`src/rtl/mul4_seq_pkg.sv`:
```
// Shared types and constants for the limb-serial multiplier sequencer.
package mul4_seq_pkg;

   typedef enum logic [1:0] {
      IDLE = 2'd0,
      RUN  = 2'd1,
      DONE = 2'd2
   } state_t;

   localparam int LIMB_W = 4;
   localparam int PP_W   = 8;

   // Index width: one count per limb pair, never narrower than one bit.
   function automatic int idx_w(input int opw);
      int npp;
      npp = (opw / LIMB_W) * (opw / LIMB_W);
      return (npp <= 1) ? 1 : $clog2(npp);
   endfunction

endpackage

```
`src/rtl/mul4_core.sv`:
```
// Combinational 4x4 unsigned multiplier core (stands in for the generated tree).
module mul4_core (
   input  logic [3:0] x,
   input  logic [3:0] y,
   output logic [7:0] o
);

   assign o = 8'(x) * 8'(y);

endmodule

```
`src/rtl/mul4_seq_ctrl.sv`:
```
// OPW x OPW unsigned multiply built by walking all 4-bit limb pairs through one
// shared 4x4 core. Optional MUL4_SEQ_ZERO_BYPASS_EN skips RUN for zero operands.
module mul4_seq_ctrl
   import mul4_seq_pkg::*;
#(
   parameter int OPW = 8
) (
   input  logic             clk,
   input  logic             rst_n,
   input  logic             in_valid,
   output logic             in_ready,
   input  logic [OPW-1:0]   in_a,
   input  logic [OPW-1:0]   in_b,
   output logic             out_valid,
   input  logic             out_ready,
   output logic [2*OPW-1:0] out_p,
   output logic             busy
);

   localparam int L   = OPW / LIMB_W;
   localparam int NPP = L * L;
   localparam int IW  = idx_w(OPW);
   localparam int PW  = 2 * OPW;

   localparam logic [IW-1:0] LAST = IW'(NPP - 1);
   localparam logic [IW-1:0] L_IW = IW'(L);

   state_t            state_q, state_d;
   logic [PW-1:0]     acc_q, acc_d;
   logic [IW-1:0]     idx_q, idx_d;
   logic [OPW-1:0]    a_q, a_d, b_q, b_d;

   logic [IW-1:0]     li, lj;
   logic [IW+2:0]     shamt;
   logic [LIMB_W-1:0] limb_a, limb_b;
   logic [PP_W-1:0]   pp;

   // j (in_b limb) is the inner loop of the limb-pair walk.
   assign li     = idx_q / L_IW;
   assign lj     = idx_q % L_IW;
   assign limb_a = a_q[{li, 2'b00} +: LIMB_W];
   assign limb_b = b_q[{lj, 2'b00} +: LIMB_W];
   assign shamt  = {1'b0, li, 2'b00} + {1'b0, lj, 2'b00};

   mul4_core u_core (
      .x (limb_a),
      .y (limb_b),
      .o (pp)
   );

   always_comb begin
      state_d = state_q;
      acc_d   = acc_q;
      idx_d   = idx_q;
      a_d     = a_q;
      b_d     = b_q;
      case (state_q)
         IDLE: begin
            if (in_valid) begin
               a_d   = in_a;
               b_d   = in_b;
               acc_d = '0;
               idx_d = '0;
`ifdef MUL4_SEQ_ZERO_BYPASS_EN
               state_d = (in_a == '0 || in_b == '0) ? DONE : RUN;
`else
               state_d = RUN;
`endif
            end
         end
         RUN: begin
            acc_d = acc_q + (PW'(pp) << shamt);
            idx_d = idx_q + 1'b1;
            if (idx_q == LAST) state_d = DONE;
         end
         DONE: begin
            if (out_ready) state_d = IDLE;
         end
         default: state_d = IDLE;
      endcase
   end

   always_ff @(posedge clk or negedge rst_n) begin
      if (!rst_n) begin
         state_q <= IDLE;
         acc_q   <= '0;
         idx_q   <= '0;
         a_q     <= '0;
         b_q     <= '0;
      end else begin
         state_q <= state_d;
         acc_q   <= acc_d;
         idx_q   <= idx_d;
         a_q     <= a_d;
         b_q     <= b_d;
      end
   end

   assign in_ready  = (state_q == IDLE);
   assign out_valid = (state_q == DONE);
   assign busy      = (state_q != IDLE);
   assign out_p     = acc_q;

endmodule

```
`config.mk`:
```
export PLATFORM = sky130hd
export DESIGN_NAME = mul4_seq_ctrl
export DESIGN_NICKNAME = d
export VERILOG_FILES = /design/src/rtl/mul4_seq_pkg.sv /design/src/rtl/mul4_core.sv /design/src/rtl/mul4_seq_ctrl.sv
export SDC_FILE = /design/constraint.sdc
export NUM_CORES = 1
export LEC_CHECK = 0
export CORE_UTILIZATION = 50
export CTS_BUF_LIST = sky130_fd_sc_hd__clkbuf_16
export DETAILED_ROUTE_END_ITERATION = 8
export HOLD_SLACK_MARGIN = 0.1
export PLACE_DENSITY = 0.89
export SKIP_LAST_GASP = 1
export SLEW_MARGIN = 20
export SYNTH_ARGS = -nofsm -noshare
export SYNTH_HDL_FRONTEND = slang
export SYNTH_SLANG_ARGS = --single-unit
export TNS_END_PERCENT = 10
```
`constraint.sdc`:
```
create_clock -name clk -period 5.2 [get_ports clk]
set_clock_uncertainty 0.1 [all_clocks]
set_input_delay 1.56 -clock clk [delete_from_list [all_inputs] [get_ports clk]]
set_output_delay 1.56 -clock clk [all_outputs]
set_load 0.02 [all_outputs]
```
==> impl_metrics.env <==
export IMPL_postSynthCellCount=296
export IMPL_dp_hpwl_um=4490
export IMPL_grt_pass1_wl_um=10800
export IMPL_drt_vias_per_instance=6.07
export IMPL_rsz0062_at_grt="yes"
export IMPL_setup_viol=1
export IMPL_syn_cell_area_mm2=0.00276
export IMPL_worstHoldStart="a_q[1]"
export IMPL_slowest_stage="fa_1"
export IMPL_synth_area_leaders="dfrtp_1 (33%), ha_1 (13%), mux2_2 (7.3%), nor2_1 (4.5%), nand2_1 (3.8%)"
export IMPL_period_minus_slack_ns=5.27
export IMPL_antenna_found_initial=0
export IMPL_worstPathArrival_ns=5.35
export IMPL_grt_usage_pct=23.5
export IMPL_synthArstFlopShare_pct=100
export IMPL_dp_cells=396
export IMPL_io_pins=39
export IMPL_yosysWarnings=0
export IMPL_max_slew_margin_pct=30.2
export IMPL_timing_rr_start="idx_q[0]"
export IMPL_critPathMaxFanout=6
export IMPL_syn_avg_cell_area_um2=9.33
export IMPL_ant_nets=0
export IMPL_fin_ws_ns=-0.0750
export IMPL_clock_sinks=36
export IMPL_holdWs_ns=0.407
export IMPL_finalCritPeriodShare_pct=101
export IMPL_die_h_um=76.3
export IMPL_wl_per_cell_um=18.2
export IMPL_cts_buffers=5
export IMPL_drtIter0Drc=233
export IMPL_seqCellArea_um2=903
export IMPL_cts_max_level=2
export IMPL_clkTransAtPathRegs_ns=0.06
export IMPL_hold_viol_final=0
export IMPL_cp_required_ns=5.27
export IMPL_reg2regPathDepth=20
export IMPL_cts_tree="done"
export IMPL_max_stage_delay_ns=0.56
export IMPL_n_antenna_cell=0
export IMPL_grt_max_degree=37
export IMPL_holdCritPathClass="flip-flop to flip-flop"
export IMPL_clk_latency_ns=0.29
export IMPL_crit_chain="mux2i_4 -> or2_4 -> fa_1 -> inv_2 -> fa_1 -> ha_1 -> a21oi_2 -> o211ai_1 -> nor2_1 -> xor2_1 -> mux2_4 -> nor2_4 -> ha_4 -> and2_4 -> nand2_2 -> nor2_2 -> a21oi_2 -> a311oi_2 -> or3_1 -> a32o_1"
export IMPL_firstDrtPassIters=7
export IMPL_fmax_mhz=190
export IMPL_tightestPinTransition_ns=1.05
export IMPL_fin_nets=402
export IMPL_synth_top_area_share_pct=32.6
export IMPL_synth_edff_count=0
export IMPL_route_detailed_drc=0
export IMPL_dieArea_mm2=0.00582
export IMPL_crit_path_start_kind="flip-flop"
export IMPL_grt_pass1_vias=2278
export IMPL_drive_above_1_share_pct=22.0
export IMPL_final_util_pct=69.4
export IMPL_synth_seq_area_share_pct=32.6
export IMPL_run_status="finished with violations"
export IMPL_clockBufferDepth=2
export IMPL_min_path_cells=1
export IMPL_gr_total_overflow=0
export IMPL_core_mm2=0.00520
export IMPL_ys_flop_type="dfrtp_1"
export IMPL_report_final_slew_viol_count=0
export IMPL_numPortBuffers=38
export IMPL_ys_types=40
export IMPL_rows=26
export IMPL_synth_area_leader_cell="dfrtp_1"
export IMPL_final_cells=420
export IMPL_cts_root_buf="clkbuf_16"
export IMPL_failed_checks="negative setup slack"
export IMPL_synth_seq_cells=36
export IMPL_fp_dieW_um=76.3
export IMPL_multiInputGateArea_mm2=0.00190
export IMPL_place_gp_congestion=0.925
export IMPL_dr_total_vias=2551
export IMPL_crit_path_end_kind="flip-flop"
export IMPL_area_growth_pct=30.8
export IMPL_cap_violations=0
export IMPL_wl_um=7650
export IMPL_setup_tns_ns=-0.0750
export IMPL_synth_nets=349
export IMPL_crit_type="flip-flop to flip-flop"
export IMPL_fillers=361
export IMPL_start_util_pct=53.1
export IMPL_cp_startpoint="idx_q[0]"
[metrics by stage]
step                instance area, um^2  worst slack, ns
finish                             3610          -0.0750
global route                       3610           -0.225
CTS                                3380           0.0240
detailed placement                 3200          0.00403
global placement                   3200            0.114
floorplan                          2760            0.354
[registers in the layout, indices dropped and copies added (netlist names)]
name,cells
state_q,2
out_p,16
b_q,8
a_q,8
idx_q,2
[routing by layer]
metal  up-vias  wire length, um  global-route usage [%]
met5         -                0                       0
met4         0              330                    10.6
met3        33              464                    4.67
met2       119             3700                    36.8
met1      1243             3150                    31.5
li1       1156                -                       -
[cells by family after synthesis]
kind of cell | synth area share (%)
multiplexers | 11.0
flip-flops | 32.6
buffers and inverters | 3.49
AND/OR/NAND/NOR | 14.7
adder cells (fa/ha/maj) | 16.3
AO/OA/AOI/OAI | 17.1
XOR/XNOR | 4.76
[synthesized netlist by cell type, types with 2 or more instances]
cell type  instances
nor3b_1            2
xor2_1             6
dfrtp_1           36
nor3_1             3
nand2b_1           3
ha_1              28
nor2b_1            7
a21o_1             7
inv_1             13
buf_2              5
o21ai_0           16
o22ai_1            9
xnor2_1            9
a31oi_1            2
nand2_1           28
clkbuf_1           5
a21oi_1           11
a21oi_2            3
nand3_1            4
fa_1               5
o32ai_1            2
a22o_1             5
a211oi_1           2
o211ai_1           2
o21a_1             2
mux2_2            18
or2_2              4
and2_1             3
o21bai_1           4
mux2i_1           10
nor2_1            33
[layout by cell type (no fill, tap or decap), types with 3 or more instances in the layout]
cell,n
a21o_1,7
a21oi_1,8
a21oi_2,6
a22o_1,5
buf_4,19
clkbuf_16,5
clkdlybuf4s50_1,38
dfrtp_1,34
fa_1,4
ha_1,26
inv_1,12
mux2_2,17
mux2i_1,7
mux2i_4,3
nand2_1,26
nand2b_1,3
nand3_1,3
nor2_1,31
nor2b_1,7
nor3_1,3
o21ai_0,16
o21bai_1,3
o22ai_1,9
or2_4,3
xnor2_1,9
xor2_1,5
[critical path: cells and delay by family, from the launching register on]
kind	cells	cell delay, ns
multiplexers	2	0.55
buffers and inverters	1	0.05
XOR/XNOR	1	0.17
AO/OA/AOI/OAI	5	1.02
adder cells (fa/ha/maj)	4	1.59
AND/OR/NAND/NOR	7	1.17
flip-flops	1	0.50
[area by class of cell]
type	count	area share (%)
flip-flops and latches	36	25.0
clock inverters	3	0.658
inverters	13	1.35
clock buffers	5	3.46
multi-input cells	236	52.6
well taps	70	2.42
repair buffers	57	14.5
[repair_timing]
action                                  4_1_cts  5_1_grt
pin swaps                                     2       23
gates resized for setup                       3       28
setup buffers                                 3       14
endpoints found under the setup margin        1        5
hold buffers                                  0        0
[final timing paths]
path	slack (ns)	end
max	-0.07	out_p[14]
min	0.41	a_q[1]
max reg2reg	-0.07	out_p[14]
min reg2reg	0.41	a_q[1]
max in group asynchronous	3.04	idx_q[1]
min in group asynchronous	1.59	out_p[5]
Power is left out: the tool's default activity adds up to more than one toggle a clock period on the data nets, which glitch-free logic cannot reach.
